File: src/rtl/rpn_char_arbiter.sv
// rpn_char_arbiter: shares the RPN ALU character port between two requesters.
// A requester keeps the lock from its first character through '=' and until it
// accepts its result. Ties between expressions are broken round-robin.
// Optional build macro: RPN_ARB_FILTER_EN drops owner characters that are not
// digits, '+', '-', '*', '/' or '='. Dropped characters are still acknowledged.
module rpn_char_arbiter #(
  parameter int unsigned TIMEOUT = 255,
  parameter int unsigned TO_W    = 8
) (
  input  logic       CLK,
  input  logic       RST,
  input  logic       REQ0_STB,
  input  logic [7:0] REQ0_CHAR,
  output logic       REQ0_ACK,
  input  logic       REQ1_STB,
  input  logic [7:0] REQ1_CHAR,
  output logic       REQ1_ACK,
  output logic       RES0_STB,
  output logic       RES1_STB,
  output logic [7:0] RES_CHAR,
  input  logic       RES0_ACK,
  input  logic       RES1_ACK,
  output logic       ALU_IN_STB,
  output logic [7:0] ALU_IN_CHAR,
  input  logic       ALU_IN_ACK,
  input  logic       ALU_OUT_STB,
  input  logic [7:0] ALU_OUT_CHAR,
  output logic       ALU_OUT_ACK,
  output logic       BUSY,
  output logic       OWNER,
  output logic       ABORT
);

  localparam int unsigned CHAR_W = 8;
  localparam logic [CHAR_W-1:0] CHAR_EQ = 8'h3d;
  localparam logic [TO_W-1:0]   TO_MAX  = TO_W'(TIMEOUT);

  typedef enum logic [1:0] {
    S_IDLE,
    S_GRANT,
    S_SEND,
    S_RESULT
  } state_t;

  state_t            state, state_d;
  logic              last_grant, last_grant_d;
  logic [TO_W-1:0]   tcnt, tcnt_d, tcnt_inc;
  logic              owner_d;
  logic              req0_ack_d, req1_ack_d;
  logic              res0_stb_d, res1_stb_d;
  logic [CHAR_W-1:0] res_char_d;
  logic              alu_in_stb_d;
  logic [CHAR_W-1:0] alu_in_char_d;
  logic              alu_out_ack_d;
  logic              abort_d;
  logic              busy_d;

  logic              owner_stb;
  logic [CHAR_W-1:0] owner_char;
  logic              owner_res_ack;
  logic              fwd;

  // Current owner's request, character and result acknowledge
  assign owner_stb     = OWNER ? REQ1_STB  : REQ0_STB;
  assign owner_char    = OWNER ? REQ1_CHAR : REQ0_CHAR;
  assign owner_res_ack = OWNER ? RES1_ACK  : RES0_ACK;

  // Idle counter steps up but sticks at its limit
  assign tcnt_inc = (tcnt == TO_MAX) ? tcnt : tcnt + TO_W'(1);

`ifdef RPN_ARB_FILTER_EN
  function automatic logic char_allowed(input logic [CHAR_W-1:0] c);
    return ((c >= 8'h30) && (c <= 8'h39)) || (c == 8'h2b) || (c == 8'h2d) ||
           (c == 8'h2a) || (c == 8'h2f) || (c == CHAR_EQ);
  endfunction
  assign fwd = char_allowed(owner_char);
`else
  assign fwd = 1'b1;
`endif

  // State and registered outputs
  always_ff @(posedge CLK or posedge RST) begin
    if (RST) begin
      state       <= S_IDLE;
      last_grant  <= 1'b1;
      tcnt        <= '0;
      OWNER       <= 1'b0;
      REQ0_ACK    <= 1'b0;
      REQ1_ACK    <= 1'b0;
      RES0_STB    <= 1'b0;
      RES1_STB    <= 1'b0;
      RES_CHAR    <= '0;
      ALU_IN_STB  <= 1'b0;
      ALU_IN_CHAR <= '0;
      ALU_OUT_ACK <= 1'b0;
      BUSY        <= 1'b0;
      ABORT       <= 1'b0;
    end else begin
      state       <= state_d;
      last_grant  <= last_grant_d;
      tcnt        <= tcnt_d;
      OWNER       <= owner_d;
      REQ0_ACK    <= req0_ack_d;
      REQ1_ACK    <= req1_ack_d;
      RES0_STB    <= res0_stb_d;
      RES1_STB    <= res1_stb_d;
      RES_CHAR    <= res_char_d;
      ALU_IN_STB  <= alu_in_stb_d;
      ALU_IN_CHAR <= alu_in_char_d;
      ALU_OUT_ACK <= alu_out_ack_d;
      BUSY        <= busy_d;
      ABORT       <= abort_d;
    end
  end

  // Next state and next output values
  always_comb begin
    state_d       = state;
    last_grant_d  = last_grant;
    tcnt_d        = tcnt;
    owner_d       = OWNER;
    req0_ack_d    = 1'b0;
    req1_ack_d    = 1'b0;
    res0_stb_d    = RES0_STB;
    res1_stb_d    = RES1_STB;
    res_char_d    = RES_CHAR;
    alu_in_stb_d  = ALU_IN_STB;
    alu_in_char_d = ALU_IN_CHAR;
    alu_out_ack_d = 1'b0;
    abort_d       = 1'b0;

    case (state)
      S_IDLE: begin
        if (REQ0_STB || REQ1_STB) begin
          owner_d = (REQ0_STB && REQ1_STB) ? ~last_grant : REQ1_STB;
          tcnt_d  = '0;
          state_d = S_GRANT;
        end
      end

      S_GRANT: begin
        if (owner_stb) begin
          tcnt_d = '0;
          if (OWNER) req1_ack_d = 1'b1;
          else       req0_ack_d = 1'b1;
          if (fwd) begin
            alu_in_char_d = owner_char;
            alu_in_stb_d  = 1'b1;
            state_d       = S_SEND;
          end
        end else begin
          tcnt_d = tcnt_inc;
          if (tcnt_inc == TO_MAX) begin
            abort_d      = 1'b1;
            last_grant_d = OWNER;
            state_d      = S_IDLE;
          end
        end
      end

      S_SEND: begin
        if (ALU_IN_ACK) begin
          alu_in_stb_d = 1'b0;
          state_d      = (ALU_IN_CHAR == CHAR_EQ) ? S_RESULT : S_GRANT;
        end
      end

      S_RESULT: begin
        if (!RES0_STB && !RES1_STB) begin
          if (ALU_OUT_STB) begin
            res_char_d = ALU_OUT_CHAR;
            if (OWNER) res1_stb_d = 1'b1;
            else       res0_stb_d = 1'b1;
          end
        end else if (owner_res_ack) begin
          res0_stb_d    = 1'b0;
          res1_stb_d    = 1'b0;
          alu_out_ack_d = 1'b1;
          last_grant_d  = OWNER;
          state_d       = S_IDLE;
        end
      end

      default: state_d = S_IDLE;
    endcase

    busy_d = (state_d != S_IDLE);
  end

endmodule
File: config.mk
export PLATFORM = sky130hd
export DESIGN_NAME = rpn_char_arbiter
export DESIGN_NICKNAME = d
export VERILOG_FILES = /design/src/rtl/rpn_char_arbiter.sv
export SDC_FILE = /design/constraint.sdc
export NUM_CORES = 1
export LEC_CHECK = 0
export BUFFER_PORTS_ARGS = -buffer_cell sky130_fd_sc_hd__buf_2
export CAP_MARGIN = 5
export CORE_MARGIN = 2
export CORE_UTILIZATION = 44
export CTS_CLUSTER_DIAMETER = 30
export CTS_CLUSTER_SIZE = 10
export DETAILED_ROUTE_END_ITERATION = 10
export PLACE_DENSITY = 0.67
export SLEW_MARGIN = 20
export SYNTH_ARGS = -nofsm -noshare
export SYNTH_HDL_FRONTEND = slang
export SYNTH_SLANG_ARGS = --single-unit
File: constraint.sdc
create_clock -name CLK -period 2.57 [get_ports CLK]
set_clock_uncertainty 0.05 [all_clocks]
set_input_delay 0.3855 -clock CLK [delete_from_list [all_inputs] [get_ports CLK]]
set_output_delay 0.3855 -clock CLK [all_outputs]
set_load 0.02 [all_outputs]
=== Yosys cells after proc, flatten, opt, wreduce, memory -nomap -nowiden ===
Index checks and enable logic that the tools add are counted.

* Bitwise gates (word level): 1
* Multiplexer cells: 43
* $lt $le $gt $ge: 0
* Reductions and logical operators: 19
* Div/mod/pow operators: 0
* Shift-type cells: 0
* $add $sub $neg: 1
* Equality and inequality tests: 16
* Multiply operators: 0

{| class="wikitable"
|+ Operators with widths
! kind !! count
|-
| $mux 8 || 4
|-
| $mux 1 || 28
|-
| $ne 2x2->1 const B || 10
|-
| $eq 8x8->1 const B || 2
|-
| $pmux 8 s2 || 1
|-
| $mux 2 || 7
|-
| $reduce_bool 2->1 || 5
|-
| $add 8x1->8 const B || 1
|-
| $eq 8x6->1 const B || 1
|-
| $pmux 2 s4 || 1
|-
| $reduce_and 4->1 || 2
|-
| $reduce_and 2->1 || 3
|-
| $reduce_and 3->1 || 2
|-
| $reduce_and 5->1 || 1
|-
| $eq 2x2->1 const B || 2
|-
| $pmux 1 s2 || 2
|-
| $eq 2x1->1 const B || 1
|-
| $logic_and 1x1->1 || 2
|-
| $logic_not 1->1 || 2
|-
| $logic_not 2->1 || 1
|-
| $logic_or 1x1->1 || 1
|-
| $not 1->1 || 1
|}

* Flip-flop bits (word level): 36
* Word-level logic and storage cells: 94
* Output and inout bits: 25
* Memories: 0
* ROM bits: 0
* Latch bits: 0
* RAM bits: 0
* Input bits: 32

=== Logic depth before layout (Yosys ltp) ===
* Depth after elaboration: 7
* Depth in mapped cells: 8
* Depth with buffers taken out: 7

=== Least setup slack after synthesis ===
Ideal clock, no wire load.

* Path type: reg-to-reg
* Start point: register tcnt[0]
* End point: register BUSY
* Arrival time: 1.923 ns
* Required time: 2.383 ns
* Buffers on the path: 1
* Stages on the path, launching flop included: 8
* Slack: 0.459 ns
* Clock period less this slack: 2.111 ns
* Setup time: 0.137 ns
* Path through: dfrtp_1 > ha_1 > buf_6 > and4_4 > or3_1 > a221o_1 > nor3_1 > o211ai_1

* Word-level cells in the longest chain between the ends: 7
* Elaborated cells on any way between the ends: 8
* Those cells by class: add/sub: 1; eq/ne: 2; mux: 4; reduce/logical: 1

{| class="wikitable"
|+ RTL lines
! what !! RTL line !! source
|-
| start, declared || 47 || <nowiki>logic [TO_W-1:0] tcnt, tcnt_d, tcnt_inc;</nowiki>
|-
| start signal, assigned || 101 || <nowiki>tcnt <= tcnt_d;</nowiki>
|-
| $add 8x1->8 / $eq 8x8->1 (equally long branches) || 69 || <nowiki>assign tcnt_inc = (tcnt == TO_MAX) ? tcnt : tcnt + TO_W'(1);</nowiki>
|-
| $mux 8 * || 69 ||
|-
| $eq 8x8->1 * || 153 || <nowiki>if (tcnt_inc == TO_MAX) begin</nowiki>
|-
| $mux 2 * || 153 ||
|-
| $mux 2 * || 142 || <nowiki>if (owner_stb) begin</nowiki>
|-
| $pmux 2 s4 * || 132 || <nowiki>case (state)</nowiki>
|-
| $reduce_bool 2->1 * || 187 || <nowiki>busy_d = (state_d != S_IDLE);</nowiki>
|-
| net busy_d || 56 || <nowiki>logic busy_d;</nowiki>
|-
| end signal, assigned || 111 || <nowiki>BUSY <= busy_d;</nowiki>
|-
| end, declared || 29 || <nowiki>output logic BUSY,</nowiki>
|}

Mark *: on every way through the listed nets, which the timed path passes. The rest lies on a longest branch.
A chain may end at the register's enable or synchronous reset.

=== Final worst setup path ===
Same ends and word-level chain as after synthesis.

==> flow_summary.json <==
{
  "yosysWarnings": 0,
  "routedWlPerCell_um": 13.1,
  "clk_pin_slew_ns": 0.07,
  "synth_edf_count": 0,
  "fp-row-count": 23,
  "antenna_found_initial": 0,
  "numCtsBuffers": 5,
  "hold_viol": 0,
  "layout-drive-gt1-share": 0.300,
  "postCtsSetupRepairBufs": 0,
  "cts_tree": "built",
  "start_kind": "flip-flop",
  "synth_cell_type_count": 45,
  "mappedNetlistArea_um2": 1770,
  "synth_nets": 222,
  "clock_path_buffers": 2,
  "die_area_um2": 4560,
  "fin_crit_ns": 2.28,
  "dieWidth_um": 67.5,
  "maxCapViolations": 0,
  "avgViaCountPerCell": 5.23,
  "worst-setup-path-type": "reg -> reg",
  "n_antenna_cell": 0,
  "ctsResizeCount": 0,
  "arrival_ns": 2.40,
  "place_congestion": 0.808,
  "seq_area_um2": 902,
  "fmax_mhz": 438,
  "postCtsHoldBufs": 0,
  "drc": 0,
  "cts.sinks": 36,
  "cp_slowest_stage_delay_ns": 0.43,
  "gr-total-overflow": 0,
  "clkLatencyLatePin_ns": 0.29,
  "vdd_drop_max_mv": 0.642,
  "ys_async_sr_fraction": 1.00,
  "p_switching_uw": 1030,
  "antenna_left": 0,
  "min_path_type": "in -> async",
  "rsz0062_at_grt": "no",
  "die_height_um": 67.5,
  "cellPowerDensity_nw_per_um2": 1110,
  "nets": 282,
  "worstPathCellList": "ha_1, and4_4, or3_1, a221o_1, nor3_1, o211ai_1",
  "status": "completed",
  "ys_ff_latch": 36,
  "setup_viol": 0,
  "slew_headroom": 0.648,
  "ios": 57,
  "slew_viol_final": 0,
  "drtIter0Drc": 65,
  "finalWirelength_mm": 3.92,
  "fp.coreArea_um2": 3940,
  "n_fill_cell": 369,
  "post-dp-hpwl_mm": 2.85,
  "fin_crit_sh": 0.889,
  "avgSynthCellArea_um2": 9.39,
  "tns_ns": 0,
  "cpMaxStageDelayCell": "dfrtp_1",
  "area_growth_pct": 24.2,
  "drtPass1Iterations": 4,
  "p_comb_frac": 0.447,
  "grt_pass1_vias": 1303,
  "start_util": 0.450,
  "multi_input_area_um2": 802,
  "p_int_uw": 1410,
  "synth_cells": 189,
  "htree_levels": 2,
  "cts_root_buf": "clkbuf_8",
  "swShare": 0.423,
  "vias": 1569,
  "power.static_leakage_uw": 0.00108,
  "path_max_fanout": 10,
  "dominantRegCellSynth": "dfrtp_1",
  "end_kind": "flip-flop",
  "final_core_util": 0.559,
  "grt_pass1_wl_mm": 6.04,
  "worstPathRequired_ns": 2.68,
  "p_clk_frac": 0.168,
  "grt_max_degree": 21,
  "io_buffers": 56,
  "yosysSeqAreaShare": 0.508,
  "seqPwrFrac": 0.385,
  "tightest_slew_ns": 0.527,
  "grt_util_all_layers": 0.185
}
==> Yosys cell counts (2+ instances only) <==
cell | count | area [um2]
nand2b_1 | 2 | 12.5
o211ai_1 | 2 | 15.0
o21a_1 | 2 | 15.0
nor3_1 | 2 | 10.0
nand4_1 | 4 | 25.0
dfrtp_1 | 35 | 876
o21ai_0 | 6 | 30.0
nand2_1 | 37 | 139
nor4_1 | 3 | 18.8
o22ai_1 | 2 | 12.5
o31ai_1 | 4 | 30.0
xnor2_1 | 2 | 17.5
nor2_1 | 17 | 63.8
nand3_1 | 4 | 20.0
inv_1 | 6 | 22.5
clkbuf_1 | 3 | 11.3
a21oi_1 | 17 | 85.1
mux2i_1 | 11 | 110
and3_1 | 2 | 12.5
buf_2 | 2 | 10.0
a31oi_1 | 2 | 12.5
==> cells in the final DEF (no fill, tap or decap), types with 4 or more instances in the layout <==
cell type / count
a21oi_1: 17
buf_2: 56
buf_4: 5
clkbuf_8: 6
dfrtp_1: 35
inv_1: 6
mux2i_1: 11
nand2_1: 37
nand3_1: 4
nand4_1: 4
nor2_1: 17
o21ai_0: 6
o31ai_1: 4
==> stage by stage <==
stage	cells	hold slack, ns	setup slack [ns]	area, um2	total power [uW]
after floorplan	189	0.438	0.459	1770	1700
after global routing	300	0.0943	0.166	2200	2630
final	300	0.0606	0.286	2200	2440
after global placement	292	0.376	0.359	2110	2030
after detailed placement	292	0.375	0.336	2110	2050
after CTS	300	0.0628	0.282	2200	2480
==> state kept, by name, indices dropped and copies added (netlist names) <==
signal and flops:
ALU_OUT_ACK 1, REQ0_ACK 1, RES1_STB 1, REQ1_ACK 1
tcnt 8, RES0_STB 1, ALU_IN_STB 1, OWNER 1
ALU_IN_CHAR 8, BUSY 1, state 2, ABORT 1
last_grant 1, RES_CHAR 8
==> critical path: cells and delay by family (launching register included) <==
| family | cells | cell delay [ns] |
|---|---|---|
| adders and majority gates | 1 | 0.33 |
| DFF | 1 | 0.43 |
| and+or+nand+nor | 3 | 0.82 |
| AOI/OAI and AO/OA | 2 | 0.52 |
==> final cells by class <==
cell class / instances / area share
Clock buffer: 6 / 0.0375
Clock inverter: 2 / 0.00454
Multi-Input combinational cell: 138 / 0.364
Timing Repair Buffer: 61 / 0.144
Inverter: 7 / 0.0119
Sequential cell: 36 / 0.409
Tap cell: 50 / 0.0284
==> cell families (layout without fill, tap and decap cells) <==
kind of cell	after synthesis	count (layout)	synth area share
buffers and inverters	15	76	0.0395
adder cells (fa/ha/maj)	1	1	0.00705
multiplexers	12	12	0.0684
XOR/XNOR	2	2	0.00987
AO/OA/AOI/OAI	44	44	0.163
AND/OR/NAND/NOR	79	79	0.204
flip-flops	36	36	0.508
==> per-layer routing <==
| layer | vias up | wire [um] | track usage | part of all wire |
|---|---|---|---|---|
| met5 | - | 0 | 0 | 0 |
| met4 | 0 | 78 | 0.0842 | 0.020 |
| met3 | 5 | 214 | 0.0650 | 0.055 |
| met2 | 42 | 1800 | 0.279 | 0.46 |
| met1 | 730 | 1820 | 0.239 | 0.46 |
| li1 | 792 | - | - | - |
==> worst paths after layout <==
| path | startpoint | end | slack [ns] | cells past startpoint |
|---|---|---|---|---|
| setup / recovery | tcnt[0] | BUSY | 0.29 | 6 |
| hold / removal | RST | tcnt[7] | 0.06 | 3 |
| setup reg to reg | tcnt[0] | BUSY | 0.29 | 6 |
| hold reg to reg | RES_CHAR[5] | RES_CHAR[5] | 0.42 | 2 |
| max in group asynchronous | RST | last_grant | 2.12 | 3 |
| min in group CLK | ALU_OUT_CHAR[1] | RES_CHAR[1] | 0.23 | 3 |
==> power by group through the flow <==
stage	registers [uW]	clock network [uW]	logic [uW]
floorplan	1110	0	593
global placement	948	0	1080
detailed placement	950	0	1100
CTS	941	429	1110
global route	971	455	1210
finish	941	410	1090
Note: power is estimated with default switching activity, not from simulation.
